`src/rtl/fnd_scan_driver.sv`:
```
// fnd_scan_driver: multiplexed 7-segment scanner; o_font/o_digit registered one cycle after idx moves; no backpressure (i_load always accepted).
// Optional leading-zero blanking is compiled in with macro FND_LZB_EN.
module fnd_scan_driver #(
  parameter int DIGITS = 4,
  parameter int DIV    = 100000
) (
  input  logic                  i_clk,
  input  logic                  i_reset,
  input  logic [4*DIGITS-1:0]   i_value,
  input  logic [DIGITS-1:0]     i_dp,
  input  logic                  i_load,
  input  logic                  i_blank,
  output logic [7:0]            o_font,
  output logic [DIGITS-1:0]     o_digit,
  output logic                  o_pending,
  output logic                  o_frame
);

  localparam int CW = (DIV > 1) ? $clog2(DIV) : 1;
  localparam int IW = (DIGITS > 1) ? $clog2(DIGITS) : 1;

  if (DIGITS < 1 || DIGITS > 8 || DIV < 2) begin : g_param_err
    $error("fnd_scan_driver: DIGITS must be 1..8 and DIV at least 2");
  end

  logic [CW-1:0]            cnt;
  logic [IW-1:0]            idx;
  logic [DIGITS-1:0][3:0]   disp_val;
  logic [DIGITS-1:0]        disp_dp;
  logic [DIGITS-1:0][3:0]   shd_val;
  logic [DIGITS-1:0]        shd_dp;
  logic                     pending;
  logic                     tick;
  logic                     wrap;
  logic [6:0]               seg_nxt;

  function automatic logic [6:0] seg7(input logic [3:0] n);
    case (n)
      4'h0:    seg7 = 7'h40;
      4'h1:    seg7 = 7'h79;
      4'h2:    seg7 = 7'h24;
      4'h3:    seg7 = 7'h30;
      4'h4:    seg7 = 7'h19;
      4'h5:    seg7 = 7'h12;
      4'h6:    seg7 = 7'h02;
      4'h7:    seg7 = 7'h78;
      4'h8:    seg7 = 7'h00;
      4'h9:    seg7 = 7'h10;
      default: seg7 = 7'h7F;
    endcase
  endfunction

  assign tick      = (cnt == CW'(DIV - 1));
  assign wrap      = tick && (idx == IW'(DIGITS - 1));
  // Combinational so a client can align i_load with the wrap cycle itself.
  assign o_frame   = wrap && !i_reset;
  assign o_pending = pending;

`ifdef FND_LZB_EN
  logic [DIGITS-1:0] lz_mask;
  logic              lz_run;

  // A digit is a leading zero when it and every higher nibble are zero; digit 0 never is.
  always_comb begin
    lz_mask = '0;
    lz_run  = 1'b1;
    for (int k = DIGITS - 1; k > 0; k--) begin
      lz_run     = lz_run && (disp_val[k] == 4'h0);
      lz_mask[k] = lz_run;
    end
  end

  always_comb begin
    seg_nxt = seg7(disp_val[idx]);
    if (lz_mask[idx]) seg_nxt = 7'h7F;
  end
`else
  always_comb begin
    seg_nxt = seg7(disp_val[idx]);
  end
`endif

  always_ff @(posedge i_clk) begin
    if (i_reset) begin
      cnt      <= '0;
      idx      <= '0;
      disp_val <= '0;
      disp_dp  <= '0;
      shd_val  <= '0;
      shd_dp   <= '0;
      pending  <= 1'b0;
      o_font   <= 8'hFF;
      o_digit  <= '1;
    end else begin
      cnt <= tick ? '0 : cnt + CW'(1);
      if (tick) idx <= wrap ? '0 : idx + IW'(1);

      // Display only changes at the frame boundary so no frame mixes old and new data.
      if (wrap) begin
        disp_val <= i_load ? i_value : shd_val;
        disp_dp  <= i_load ? i_dp    : shd_dp;
        if (i_load) begin
          shd_val <= i_value;
          shd_dp  <= i_dp;
        end
        pending <= 1'b0;
      end else if (i_load) begin
        shd_val <= i_value;
        shd_dp  <= i_dp;
        pending <= 1'b1;
      end

      o_digit <= ~(DIGITS'(1) << idx);
      o_font  <= i_blank ? 8'hFF : {~disp_dp[idx], seg_nxt};
    end
  end

endmodule

```
`config.mk`:
```
export PLATFORM = sky130hd
export DESIGN_NAME = fnd_scan_driver
export DESIGN_NICKNAME = d
export VERILOG_FILES = /design/src/rtl/fnd_scan_driver.sv
export SDC_FILE = /design/constraint.sdc
export NUM_CORES = 1
export LEC_CHECK = 0
export ABC_AREA = 0
export CAP_MARGIN = 40
export CELL_PAD_IN_SITES_DETAIL_PLACEMENT = 1
export CELL_PAD_IN_SITES_GLOBAL_PLACEMENT = 2
export CORE_UTILIZATION = 32
export DETAILED_ROUTE_END_ITERATION = 8
export PLACE_DENSITY_LB_ADDON = 0.1
export RECOVER_POWER = 50
export SKIP_CTS_REPAIR_TIMING = 1
export SYNTH_ARGS = -nofsm -noshare
export SYNTH_HDL_FRONTEND = slang
export SYNTH_SLANG_ARGS = --single-unit
```
`constraint.sdc`:
```
create_clock -name i_clk -period 1.8 [get_ports i_clk]
set_input_delay 0.36 -clock i_clk [delete_from_list [all_inputs] [get_ports i_clk]]
set_output_delay 0.36 -clock i_clk [all_outputs]
set_load 0.1 [all_outputs]
```
; Word level (Yosys, flattened, before mapping)
; Memory sizes are Yosys's and may differ from the RTL's. A register that Yosys moved wholly into a read port is not among the register bits.
; Cells that the tools add are included.
[word_totals]
register_bits = 72
romBits = 112
in_bits = 24
output_inout_bits = 14
n_memories = 1
[memory_table]
columns = name, depth, width, read_ports, rd_clocked_by_memory_dff, write_ports, line
row1 = (no name shown), 16, 7, 1, 1, 0, 38  ; case (n)
[op_classes]
add_sub_neg = 2
order_cmp = 1
eq_ne = 2
n_shift = 1
muxes = 7
bitwise = 2
reduce_logical = 6
[ops]
columns = operator, count
row1 = "17-bit by 1-bit adder with 17-bit output, second input constant", 1
row2 = "17-bit equality test, second input constant", 1
row3 = 16-bit 2-to-1 mux, 1
row4 = 4-bit binary-select mux with 2-bit select, 1
row5 = 4-bit 2-to-1 mux, 2
row6 = 2-bit OR reduction, 3
row7 = 4-bit NOT, 1
row8 = "1-bit by 2-bit left shift with 4-bit output, first input constant", 1
row9 = "2-bit by 3-bit less-than comparator with 1-bit output, second input constant", 1
row10 = "2-bit by 1-bit adder with 2-bit output, second input constant", 1
row11 = 1-bit binary-select mux with 2-bit select, 1
row12 = "2-bit equality test, second input constant", 1
row13 = 1-bit logical AND, 2
row14 = 2-bit 2-to-1 mux, 1
row15 = 1-bit zero test, 1
row16 = 1-bit 2-to-1 mux, 1
row17 = 1-bit NOT, 1

; Longest topological paths before layout
[depth]
ltp_word = 3
depth_mapped = 8
mapped_depth_nobuf = 7

; Least setup slack after synthesis
; No wires, ideal clock.
[synth_path]
path_type = reg2out
from = register cnt[0]
to = output o_frame
arrival_ns = 4.060
required_ns = 1.440
setup_slack_ns = -2.620
path_stages_with_launch = 5
path_buffers = 0
path_cell_list = dfxtp_1 ha_1 nor4b_1 nand3_1 nor4b_1
[synth_via]
elab_chain_cells = 3
[synth_rtl]
columns = element, line
row1 = from (decl), 26  ; logic [CW-1:0] cnt;
row2 = from (signal assigned), 95  ; cnt <= tick ? '0 : cnt + CW'(1);
row3 = 17-bit equality test, 53  ; assign tick = (cnt == CW'(DIV - 1));
row4 = 1-bit logical AND, 54  ; assign wrap = tick && (idx == IW'(DIGITS - 1));
row5 = 1-bit logical AND, 56  ; assign o_frame = wrap && !i_reset;
row6 = to (decl), 16  ; output logic o_frame
; Every way passes these cells.

; Worst setup path in the final report
; Same ends and word-level chain as after synthesis.

==> results.yml <==
run_status:
  status: "finished, violations left"
  violations: "setup timing"
timing:
  fin_tns_setup_ps: -279.3
  finalHoldViolCount: 0
  post-route-period-util: 1.155
  grt_setup_unrepaired: "yes"
  period_needed_ps: 2079
  final_max_slew_viol_count: 0
  fmax_mhz: 480.9
  setup_violations: 1
  worst_pin_slew_ps: 368.7
  setup_ws_ps: -279.3
  hold_ws_ps: 412.8
  finClkSkew_ps: 11.92
  slew-limit-headroom: 0.7519
floorplanning:
  start_util: 0.3305
  die_area_um2: 9983
  num_io_pins: 38
  rows: 35
  die_y_um: 99.92
  core_um2: 9284
  die_w_um: 99.92
power:
  swShare: 0.2250
  clockPowerShare: 0.444
  design_power_total_w: 0.003536
  pwr_density_cell_nw_per_um2: 836.9
  combPwrFrac: 0.089
  power.internal_w: 0.002740
  leakagePower_nw: 1.696
  seqPwrFrac: 0.468
  vdd_drop_max_mv: 0.3687
  switching_power_w: 0.0007957
cells_and_area:
  fin_nets: 393
  n_antenna_cell: 0
  area_delta_synth_final_pct: 37.72
  layout-drive-gt1-share: 0.2775
synthesis:
  async_flop_share: 0
  synth_top_area_frac: 0.4698
  avgSynthCellArea_um2: 10.26
  yosysSeqAreaShare: 0.4698
  synthTopCellsByCount: "72 x dfxtp_1, 40 x nor2_1, 22 x mux2i_1"
  ys_ff_latch: 72
  netlist_top_cells_area: "dfxtp_1 47%, mux2_2 7.3%, mux2i_1 7.2%"
  synth_top_area_cell: "dfxtp_1"
  synthDistinctLibCells: 38
  synth_enable_flop_cells: 0
  syn_area_um2: 3068
  synth_warnings: 0
  yosys.cell_count.top_type: "dfxtp_1"
  syn_inst: 299
  syn_nets: 333
  ys.flop_type: "dfxtp_1"
clock_tree:
  cts_root_buf: "clkbuf_8"
  cts_tree: "built"
  cts-buffers-inserted: 9
  htree_levels: 3
  cts_sinks: 72
  clock_path_buffers: 2
  path_clk_slew_ps: 70
  clk_latency_ps: 340
global_routing:
  antenna_found_initial: 0
  groute.usage.overall: 0.1482
  grt_pass1_wl_mm: 11.21
  gr-total-overflow: 0
  grt_max_degree: 27
  grt_pass1_vias: 2294
worst_setup_path:
  cp_data_required_time_ps: 1440
  startpoint_type: "register"
  cp.arrival_ps: 1720
  r2r_cells: 6
  rr_startpoint: "cnt[1]"
  worst_setup_path_end_kind: "primary output"
  reg2reg_to: "disp_val[12]"
  reg2reg_slack_ps: 80
  crit_path_max_fanout: 2
  worstSetupPathType: "reg -> out"
route:
  vias: 2223
  initialDrtViolationCount: 23
  drt-pass1-iter-count: 4
  wl_mm: 6.718
  ant_nets: 0
  viasPerCell: 4.509
  drc_errors: 0
  wl_per_cell_um: 13.63
job:
  cap_violations: 0
hold_path:
  holdPathStages: 2
  hp-start: "i_reset"
  hold_path_end: "cnt[4]"
  hold_path.class: "in -> reg"
placed_design:
  gp_congestion: 0.7387
  dp_hpwl_mm: 4.801
  portBuffers: 37
==> state kept, by name (all words and copies together) (netlist names) <==
| signal | flops |
|---|---|
| cnt | 17 |
| disp_dp | 4 |
| shd_val | 16 |
| shd_dp | 4 |
| disp_val | 16 |
| o_pending | 1 |
| o_font | 8 |
| o_digit | 4 |
| idx | 2 |
==> power by group through the flow <==
stage / clock [W] / combinational [W] / sequential, W
after global placement: 0 / 0.000309 / 0.00169
after detailed placement: 0 / 0.000313 / 0.00169
after floorplan: 0 / 0.0000916 / 0.00176
after global routing: 0.00168 / 0.000336 / 0.00166
after CTS: 0.00161 / 0.000314 / 0.00166
final: 0.00157 / 0.000314 / 0.00165
==> kinds of logic after synthesis <==
| kind of cell | synth area share |
|---|---|
| AOI/OAI and AO/OA | 0.02936 |
| xor gates and xnor gates | 0.03996 |
| adders and majority gates | 0.04078 |
| buffers and inverters | 0.03875 |
| DFF | 0.4698 |
| muxes | 0.1819 |
| and+or+nand+nor | 0.1994 |
==> worst max-delay path, stage by stage (launching register included) <==
cell	delay, ps
dfxtp_2	350
ha_4	140
nor4b_4	200
nand3_2	150
nor4b_4	330
buf_12	210
==> metrics by stage <==
stage | std cells | cell area, µm² | utilization | worst slack, ps
CTS | 491 | 4177 | 0.4499 | -348.3
global placement | 475 | 3931 | 0.4235 | -13.32
global route | 493 | 4225 | 0.4551 | -358.2
finish | 493 | 4225 | 0.4551 | -279.3
detailed placement | 475 | 3931 | 0.4235 | -57.97
floorplan | 299 | 3109 | - | -436.7
==> worst max-delay path by stage <==
stage | startpoint | end | slack, ps | cells after the start
after global placement | idx[0] | o_font[3] | -10 | 6
after CTS | idx[0] | o_frame | -350 | 4
after floorplan | cnt[0] | o_frame | -440 | 4
final | cnt[0] | o_frame | -280 | 5
after detailed placement | idx[0] | o_font[4] | -60 | 7
after global routing | cnt[1] | o_frame | -360 | 5
==> layer usage <==
layer | track usage | part of all wire | vias up | wire [µm]
li1 | - | - | 1135 | -
met1 | 0.1858 | 0.48 | 1046 | 3251
met2 | 0.2440 | 0.47 | 35 | 3161
met3 | 0.03203 | 0.031 | 7 | 209
met4 | 0.06787 | 0.014 | 0 | 95
met5 | 0 | 0 | - | 0
==> cells in the final DEF, fill, tap and decap left out, types with 4 or more instances in the layout <==
cell type	Yosys	layout
a21oi_1	4	4
buf_12	0	17
buf_4	1	23
clkbuf_8	0	10
clkdlybuf4s50_1	0	22
dfxtp_1	72	67
dfxtp_2	0	4
ha_1	10	9
inv_1	12	10
mux2_2	20	20
mux2i_1	22	22
mux4_2	5	5
nand2_1	9	9
nand2b_1	6	6
nand3_1	6	5
nand4_1	7	7
nor2_1	40	40
nor2b_1	20	20
nor3_1	4	4
o21ai_0	7	7
xnor2_1	10	10
xor2_1	4	4
==> area by class of cell <==
class / count / area [µm²]
fillers: 1024 / 5059
well taps: 129 / 161.4
repair buffers: 65 / 753.2
flip-flops and latches: 72 / 1450
multi-input cells: 199 / 1570
clock inverters: 5 / 103.9
clock buffers: 11 / 141.4
inverters: 12 / 45.04
Note: power is estimated with default switching activity, not from simulation.
